[src/rtl/keycode_pkg.sv]
// Shared constants for the keycode packer: key index order, HID codes,
// and the rollover FSM state type.
package keycode_pkg;

    localparam int KEY_W     = 0;
    localparam int KEY_A     = 1;
    localparam int KEY_S     = 2;
    localparam int KEY_D     = 3;
    localparam int KEY_E     = 4;
    localparam int KEY_SPACE = 5;
    localparam int KEY_UP    = 6;
    localparam int KEY_DOWN  = 7;
    localparam int KEY_RIGHT = 8;
    localparam int KEY_LEFT  = 9;

    // HID usage code per key index; entry 0 is the rightmost byte
    localparam logic [9:0][7:0] KEYCODE = {
        8'h50, 8'h4F, 8'h51, 8'h52, 8'h2C,
        8'h08, 8'h07, 8'h16, 8'h04, 8'h1A
    };

    localparam logic [7:0] HC_ERR_ROLLOVER = 8'h01;

    typedef enum logic {
        STEADY,
        ROLLOVER
    } kp_state_t;

endpackage

[src/rtl/lowest_one_finder.sv]
// Priority finder: flags whether any bit is set and returns
// the index of the lowest set bit.
module lowest_one_finder #(
    parameter int WIDTH = 10,
    parameter int IW    = (WIDTH > 1) ? $clog2(WIDTH) : 1
) (
    input  logic [WIDTH-1:0] vec,
    output logic             found,
    output logic [IW-1:0]    idx
);

    // scan from the top so the lowest set bit wins
    always_comb begin
        found = 1'b0;
        idx   = '0;
        for (int i = WIDTH - 1; i >= 0; i--) begin
            if (vec[i]) begin
                found = 1'b1;
                idx   = IW'(i);
            end
        end
    end

endmodule

[src/rtl/keycode_packer.sv]
// Packs held keys into a 4-slot HID keycode word in press order.
// Optional macro ROLLOVER_ERR_EN: show ErrorRollOver in all active slots while full.
module keycode_packer
    import keycode_pkg::*;
#(
    parameter int NUM_KEYS  = 10,
    parameter int NUM_SLOTS = 4
) (
    input  logic                Clk,
    input  logic                Reset,
    input  logic [NUM_KEYS-1:0] key_on,
    output logic [31:0]         keycode,
    output logic                key_chg,
    output logic [2:0]          slot_cnt,
    output logic                overflow
);

    localparam int IW = (NUM_KEYS > 1) ? $clog2(NUM_KEYS) : 1;

    logic [3:0][7:0]     slot_q, slot_d;
    logic [3:0][7:0]     shifted;
    logic [NUM_KEYS-1:0] tracked_q, tracked_d;
    logic [NUM_KEYS-1:0] rel, prs;
    logic [2:0]          cnt_q, cnt_d;
    kp_state_t           state_q, state_d;
    logic [31:0]         keycode_q, keycode_d;
    logic                key_chg_q;
    logic                rel_found, prs_found;
    logic [IW-1:0]       rel_idx, prs_idx;

    assign rel     = tracked_q & ~key_on;
    assign prs     = key_on & ~tracked_q;
    assign shifted = {8'h00, slot_q[3:1]};

    lowest_one_finder #(.WIDTH(NUM_KEYS), .IW(IW)) u_rel (
        .vec   (rel),
        .found (rel_found),
        .idx   (rel_idx)
    );

    lowest_one_finder #(.WIDTH(NUM_KEYS), .IW(IW)) u_prs (
        .vec   (prs),
        .found (prs_found),
        .idx   (prs_idx)
    );

    // one slot event per cycle, rollover state and displayed word
    always_comb begin
        logic shifting;
        logic pend;
        slot_d    = slot_q;
        tracked_d = tracked_q;
        cnt_d     = cnt_q;
        shifting  = 1'b0;
        if (rel_found) begin
            tracked_d[rel_idx] = 1'b0;
            cnt_d = cnt_q - 3'd1;
            for (int j = 0; j < 4; j++) begin
                if (slot_q[j] == KEYCODE[rel_idx]) shifting = 1'b1;
                if (shifting) slot_d[j] = shifted[j];
            end
        end else if (prs_found && cnt_q < 3'(NUM_SLOTS)) begin
            slot_d[cnt_q[1:0]] = KEYCODE[prs_idx];
            tracked_d[prs_idx] = 1'b1;
            cnt_d = cnt_q + 3'd1;
        end
        pend    = |(key_on & ~tracked_d);
        state_d = (pend && cnt_d == 3'(NUM_SLOTS)) ? ROLLOVER : STEADY;
        keycode_d = slot_d;
`ifdef ROLLOVER_ERR_EN
        if (state_d == ROLLOVER) begin
            for (int j = 0; j < 4; j++) begin
                keycode_d[8*j +: 8] = (j < NUM_SLOTS) ? HC_ERR_ROLLOVER : 8'h00;
            end
        end
`endif
    end

    // state and registered outputs
    always_ff @(posedge Clk or posedge Reset) begin
        if (Reset) begin
            slot_q    <= '0;
            tracked_q <= '0;
            cnt_q     <= '0;
            state_q   <= STEADY;
            keycode_q <= '0;
            key_chg_q <= 1'b0;
        end else begin
            slot_q    <= slot_d;
            tracked_q <= tracked_d;
            cnt_q     <= cnt_d;
            state_q   <= state_d;
            keycode_q <= keycode_d;
            key_chg_q <= (keycode_d != keycode_q);
        end
    end

    assign keycode  = keycode_q;
    assign key_chg  = key_chg_q;
    assign slot_cnt = cnt_q;
    assign overflow = (state_q == ROLLOVER);

endmodule

[config.mk]
export PLATFORM = sky130hd
export DESIGN_NAME = keycode_packer
export DESIGN_NICKNAME = d
export VERILOG_FILES = /design/src/rtl/keycode_pkg.sv /design/src/rtl/lowest_one_finder.sv /design/src/rtl/keycode_packer.sv
export SDC_FILE = /design/constraint.sdc
export NUM_CORES = 1
export LEC_CHECK = 0
export BUFFER_PORTS_ARGS = -buffer_cell sky130_fd_sc_hd__buf_2
export CAP_MARGIN = 20
export CORE_ASPECT_RATIO = 0.8
export CORE_UTILIZATION = 45
export CTS_CLUSTER_DIAMETER = 150
export CTS_CLUSTER_SIZE = 30
export DETAILED_ROUTE_END_ITERATION = 16
export GPL_TIMING_DRIVEN = 0
export PLACE_DENSITY = 0.75
export RECOVER_POWER = 50
export SYNTH_ARGS = -nofsm -noshare
export SYNTH_HDL_FRONTEND = slang
export SYNTH_HIERARCHICAL = 1
export SYNTH_SLANG_ARGS = --single-unit
[constraint.sdc]
create_clock -name Clk -period 3.75 [get_ports Clk]
set_input_delay 0.375 -clock Clk [delete_from_list [all_inputs] [get_ports Clk]]
set_output_delay 0.375 -clock Clk [all_outputs]
set_load 0.1 [all_outputs]
==> reports/summary.txt, run 1 <==
==================================================================================
Status                                                                finished, violations left
Violations in the final reports                                       max-capacitance violations, max-slew violations
RePlAce Congestion                                                          0.9623
Vertical die dimension                                                    95.94 µm
Slew of the pin with the lowest slew margin                               1.538 ns
Top Ports                                                                       49
Maximum root-to-sink buffer count                                                2
Startpoint class of the critical path                                    flip-flop
Slowest stage cell on the critical path                               sky130_fd_sc_hd__or4b_4
Antenna diodes                                                                   0
First-pass GRT wire length                                                29.21 mm
Global-route usage over all layers                                          0.3381
Total placed cells including tap cells                                         858
Number of enable flip-flop cells after synthesis                                 0
Post-DRT Antenna Nets                                                            0
Crit path arrival time                                                     3.82 ns
Largest fanout of any net on the critical path                                  10
Count of final max-slew check failures                                          29
Post-Route Utilization                                                      0.5388
Async S/R FF share, synth                                                    1.000
Dpl hpwl                                                                  13.99 mm
Fraction of final layout cells sized beyond drive strength 1                0.1509
Clock latency at the later pin of the worst-skew pair                      0.30 ns
Signed area change from the synthesized netlist to the final layout         13.84%
FILL cells                                                                   1,079
Sum of negative setup slack                                                   0 ns
Syn Inst Count                                                                 669
Average via count per standard cell                                          6.415
Placement row count                                                             33
Antenna violations before repair                                                 0
Clock Sink Count                                                                47
Distinct cell type count after synthesis                                        77
Top achievable clock speed                                               274.9 MHz
Initial core utilization                                                    0.4733
Most used cell, CP                                                    sky130_fd_sc_hd__nor2b_1
Register clock-pin slew on the reported worst setup and hold paths         0.07 ns
Series of cell instances along the critical path                      nor2b_1 -> nor4_1 -> nor2b_1 -> buf_4 -> nor2b_1 -> a21oi_1 -> o221ai_1 -> nand2_1 -> or4b_4 -> buf_2 -> nand3_2 -> nor2_2 -> a22o_1
Layout Nets                                                                    745
Number of register bits inferred by synthesis                                   47
Worst min path class                                                   in -> async
Clock buffer count from CTS                                                      5
Congestion Overflow GR                                                           0
Maximum number of pins on one net before global-route repair                    29
Clock tree from TritonCTS                                                      yes
Type of the setup path with the least slack                             reg -> reg
Floorplan core area                                                    0.01049 mm²
Die extent in x                                                           119.4 µm
Sort of element at the end of the critical path                          flip-flop
Detailed Routing Iterations Pass 1                                               5
Final setup fails                                                                0
Mapped Area                                                           0.004964 mm²
Number of global-route vias before repair                                    5,258
Critical Path Max Stage Delay                                              0.57 ns
Max-slew headroom                                                         -0.02519
Area of the die                                                        0.01146 mm²
Initial detailed-routing violation count                                       653
Final period utilization                                                    0.9701
Main synth FF type                                                    sky130_fd_sc_hd__dfrtp_1
Hold Fails Final Rpt                                                             0
Syn nets                                                                       685
DRT Wirelength                                                            19.00 mm
Number of vias in the routed layout                                          5,575
Commonest cells after routing, fill and taps aside                    sky130_fd_sc_hd__nor2_1, sky130_fd_sc_hd__a21oi_1, sky130_fd_sc_hd__clkbuf_1, sky130_fd_sc_hd__dfrtp_1
Detail-routed net length per standard cell                                21.86 µm
Required arrival time at the worst endpoint                                3.94 ns
# port buffers                                                                  48
Mean cell area of the mapped netlist                                     7.419 µm²
Synth warnings                                                                   6
Cell at the root of the clock tree                                    sky130_fd_sc_hd__clkbuf_16
Remaining DRCs                                                                   0
Max-cap violations                                                               1
Post-route minimum period                                                 3.638 ns
Clock H-tree levels                                                              2
Post-Route Skew                                                        0.007967 ns
Number of standard cells in the final layout excluding fillers                 869
Sequential cell area fraction in the yosys report                           0.2370
==================================================================================
==> metal layers <==
layer	global-route usage	wire length (µm)	vias up	share of wire
li1	-	-	2533	-
met1	0.4589	8471	2685	0.45
met2	0.5058	8079	297	0.43
met3	0.08768	1805	60	0.095
met4	0.1500	643	0	0.034
met5	0	0	-	0
==> registers in the layout (all words and copies together), names as in the netlist <==
register	count
keycode	32
key_chg	1
overflow	1
tracked_q	10
slot_cnt	3
==> logic make-up after synthesis <==
| logic type | synth area share |
|---|---|
| AOI/OAI and AO/OA | 0.3176 |
| buffers and inverters | 0.08974 |
| adders and majority gates | 0.01008 |
| DFF | 0.2370 |
| xor gates and xnor gates | 0.07764 |
| and+or+nand+nor | 0.2249 |
| muxes | 0.04310 |
==> Yosys cell counts, types with 10 or more instances <==
| cell | instances | area [µm²] |
|---|---|---|
| sky130_fd_sc_hd__nor2_1 | 66 | 247.7 |
| sky130_fd_sc_hd__xor2_1 | 25 | 219.0 |
| sky130_fd_sc_hd__o21ai_0 | 40 | 200.2 |
| sky130_fd_sc_hd__dfrtp_1 | 47 | 1176 |
| sky130_fd_sc_hd__o22ai_1 | 13 | 81.33 |
| sky130_fd_sc_hd__nand2b_1 | 13 | 81.33 |
| sky130_fd_sc_hd__nor4_1 | 10 | 62.56 |
| sky130_fd_sc_hd__nor2b_1 | 22 | 137.6 |
| sky130_fd_sc_hd__xnor2_1 | 19 | 166.4 |
| sky130_fd_sc_hd__buf_2 | 16 | 80.08 |
| sky130_fd_sc_hd__nand2_1 | 44 | 165.2 |
| sky130_fd_sc_hd__clkbuf_1 | 38 | 142.6 |
| sky130_fd_sc_hd__a211oi_1 | 21 | 157.7 |
| sky130_fd_sc_hd__nand3_1 | 15 | 75.07 |
| sky130_fd_sc_hd__mux2i_1 | 18 | 180.2 |
| sky130_fd_sc_hd__a21oi_1 | 65 | 325.3 |
| sky130_fd_sc_hd__inv_1 | 29 | 108.9 |
==> area by class of cell <==
| cell class | instances | area, µm² | share of cell area |
|---|---|---|---|
| flip-flops and latches | 47 | 1176 | 0.2081 |
| well taps | 140 | 175.2 | 0.03100 |
| inverters | 30 | 112.6 | 0.01993 |
| repair buffers | 53 | 251.5 | 0.04451 |
| clock buffers | 6 | 138.9 | 0.02458 |
| multi-input cells | 522 | 3446 | 0.6098 |
| plain buffers | 70 | 341.6 | 0.06045 |
| clock inverters | 1 | 8.758 | 0.001550 |
==> critical path: cells and delay by family (launching register included) <==
kind                   cells  cell delay, ns
AO/OA/AOI/OAI              3            0.59
AND/OR/NAND/NOR            8            2.08
flip-flops                 1            0.42
buffers and inverters      2            0.44
==> per-stage QoR <==
step                hold slack [ns]  cell area, µm²  worst slack (ns)
global route                 0.2967            5650         -0.005730
global placement             0.5602            5379           -0.3547
detailed placement           0.4281            5399           -0.3904
floorplan                    0.5019            4964            0.6122
finish                       0.2327            5650            0.1120
CTS                          0.1126            5579           0.01549
==> what timing repair did <==
| item | 4_1_cts | 5_1_grt |
|---|---|---|
| endpoints found under the hold margin | 0 | 0 |
| pin swaps | 0 | 3 |
| hold buffers | 0 | 0 |
| gates resized for setup | 9 | 19 |
| cloned | 0 | 0 |
| buffers inserted | 0 | 4 |
| setup endpoints to repair | 22 | 23 |
==> path summary, 6_finish.rpt <==
kind | startpoint | endpoint | slack [ns] | cells after the start
worst max-delay path | tracked_q[3] | keycode[26] | 0.11 | 13
worst min-delay path | Reset | slot_cnt[1] | 0.23 | 2
worst max register to register | tracked_q[3] | keycode[26] | 0.11 | 13
worst min register to register | tracked_q[8] | tracked_q[8] | 0.58 | 2
max in group asynchronous | Reset | keycode[7] | 1.62 | 3
min in group Clk | key_on[9] | overflow | 0.48 | 4
Power of run 1 is not shown: default switching activity piles up to over one toggle a cycle in this logic, so the estimate is an artifact.
==> run 2, diff against run 1 <==
--- a/config.mk
+++ b/config.mk
@@ -5,7 +5,7 @@
 export SDC_FILE = /design/constraint.sdc
 export NUM_CORES = 1
 export LEC_CHECK = 0
-export BUFFER_PORTS_ARGS = -buffer_cell sky130_fd_sc_hd__buf_2
+export BUFFER_PORTS_ARGS = -buffer_cell sky130_fd_sc_hd__buf_4
 export CAP_MARGIN = 20
 export CORE_ASPECT_RATIO = 0.8
 export CORE_UTILIZATION = 45
==> reports/summary.txt, run 2 (synthesis gave the netlist of run 1 again) <==
==================================================================================
Status                                                                finished, violations left
Violations in the final reports                                       max-capacitance violations, max-slew violations
Required arrival time at the worst endpoint                                3.91 ns   -0.03 ns
Commonest cells after routing, fill and taps aside                    sky130_fd_sc_hd__nor2_1, sky130_fd_sc_hd__a21oi_1, sky130_fd_sc_hd__clkbuf_1, sky130_fd_sc_hd__dfrtp_1, sky130_fd_sc_hd__nand2_1
Setup slack of the critical path after layout                           0.08768 ns   -0.02429 ns
Clock buffer count from CTS                                                      5   unchanged
Final design area excluding fillers                                   0.005709 mm²   +1.0%
Clock H-tree levels                                                              2   unchanged
Antenna violations before repair                                                 0   unchanged
DRT Wirelength                                                            19.47 mm   +2.5%
Number of vias in the routed layout                                          5,659   +1.5%
Max-slew headroom                                                         -0.06150   -0.03631
Clock latency at the later pin of the worst-skew pair                      0.30 ns   about the same
Slew of the pin with the lowest slew margin                               1.592 ns   +0.05447 ns
# port buffers                                                                  48   unchanged
Post-Place Worst Slack                                                  -0.4215 ns   -0.03111 ns
Sort of element at the end of the critical path                          flip-flop
Hold Fails Final Rpt                                                             0   unchanged
Antenna diodes                                                                   0   unchanged
Post-DRT Antenna Nets                                                            0   unchanged
Dpl hpwl                                                                  14.36 mm   +2.6%
Signed area change from the synthesized netlist to the final layout         15.02%
Initial core utilization                                                    0.4733   unchanged
Maximum root-to-sink buffer count                                                2   unchanged
Cell at the root of the clock tree                                    sky130_fd_sc_hd__clkbuf_16
Clock Sink Count                                                                47   unchanged
Worst min path class                                                   in -> async
Detailed Routing Iterations Pass 1                                               5   unchanged
Post-Route Skew                                                        0.006183 ns   -0.001784 ns
Final period utilization                                                    0.9766   +0.006478
Clock tree from TritonCTS                                                      yes
First-pass GRT wire length                                                29.82 mm   +2.1%
Detail-routed net length per standard cell                                22.41 µm   +2.5%
Fraction of final layout cells sized beyond drive strength 1                0.1481   -0.002743
Count of final max-slew check failures                                          29   unchanged
Register clock-pin slew on the reported worst setup and hold paths         0.07 ns   about the same
Register-to-register path setup slack                                      0.09 ns   -0.02 ns
Floorplan core area                                                    0.01049 mm²   unchanged
Type of the setup path with the least slack                             reg -> reg
Placed standard-cell area                                             0.005519 mm²   +2.2%
Congestion Overflow GR                                                           0   unchanged
Crit path arrival time                                                     3.82 ns   about the same
Post-route minimum period                                                 3.662 ns   +0.02429 ns
Vertical die dimension                                                    95.94 µm   unchanged
Final setup fails                                                                0   unchanged
Top Ports                                                                       49   unchanged
Global-route usage over all layers                                          0.3456   +0.007518
Most common library cell in the layout ignoring fill and taps         sky130_fd_sc_hd__nor2_1
Number of global-route vias before repair                                    5,297   +0.74%
Largest fanout of any net on the critical path                                  10   unchanged
Placement row count                                                             33   unchanged
Number of flip-flops under the largest register name                            32   unchanged
Max-cap violations                                                               1   unchanged
Top achievable clock speed                                               273.1 MHz   -0.66%
Layout Nets                                                                    744   -0.13%
Die extent in x                                                           119.4 µm   unchanged
Maximum number of pins on one net before global-route repair                    29   unchanged
Startpoint class of the critical path                                    flip-flop
RePlAce Congestion                                                          0.9959   +3.5%
Remaining DRCs                                                                   0   unchanged
Area of the die                                                        0.01146 mm²   unchanged
Average via count per standard cell                                          6.512   +1.5%
Initial detailed-routing violation count                                       598   -8.4%
Hold_buf cts                                                                     0   unchanged
==================================================================================
==> run 2: worst max-delay path, stage by stage (launching register included) <==
cell	delay, ns
sky130_fd_sc_hd__dfrtp_1	0.41
sky130_fd_sc_hd__nor2_1	0.23
sky130_fd_sc_hd__nor2_1	0.08
sky130_fd_sc_hd__a221o_1	0.36
sky130_fd_sc_hd__a221oi_4	0.35
sky130_fd_sc_hd__clkbuf_4	0.28
sky130_fd_sc_hd__nor3_1	0.09
sky130_fd_sc_hd__a21oi_2	0.26
sky130_fd_sc_hd__nand2_2	0.18
sky130_fd_sc_hd__a211o_1	0.32
sky130_fd_sc_hd__nor3_1	0.23
sky130_fd_sc_hd__o21ai_0	0.17
sky130_fd_sc_hd__a2111oi_2	0.40
sky130_fd_sc_hd__o211ai_2	0.16
==> run 2: worst paths after layout <==
| check | to | cells past startpoint | startpoint |
|---|---|---|---|
| min | slot_cnt[1] | 2 | Reset |
| min reg2reg | tracked_q[0] | 2 | tracked_q[0] |
| min in group Clk | overflow | 4 | key_on[9] |
| max | key_chg | 13 | tracked_q[7] |
| max reg2reg | key_chg | 13 | tracked_q[7] |
| max in group asynchronous | keycode[7] | 3 | Reset |
==> run 2: stage by stage <==
stage	instances	hold slack [ns]	util	setup TNS (ns)
floorplan	669	0.5019	-	0
global placement	857	0.5590	0.5243	-2.790
detailed placement	858	0.4369	0.5262	-4.134
CTS	866	0.1166	0.5440	0
global route	869	0.3301	0.5444	-0.005016
finish	869	0.2451	0.5444	0
==> run 2: cell type report <==
cell class,instances,area (µm²)
multi-input cells,522,3437
clock buffers,6,128.9
clock inverters,2,16.27
repair buffers,52,319.1
inverters,30,112.6
flip-flops and latches,47,1176
plain buffers,70,344.1
fillers,1052,4778
well taps,140,175.2
==> run 2: timing repair <==
item	CTS	global route
endpoints found under the setup margin	22	28
pin swaps	0	4
gates resized for setup	9	19
setup buffers	0	3
==> run 2: metal layers <==
metal,GRT usage,wire length (µm),up-vias
li1,-,-,2536
met1,0.4885,8712,2750
met2,0.5504,8554,316
met3,0.04206,1643,57
met4,0.1115,562,0
met5,0,0,-
Power of run 2 is left out for the same reason.
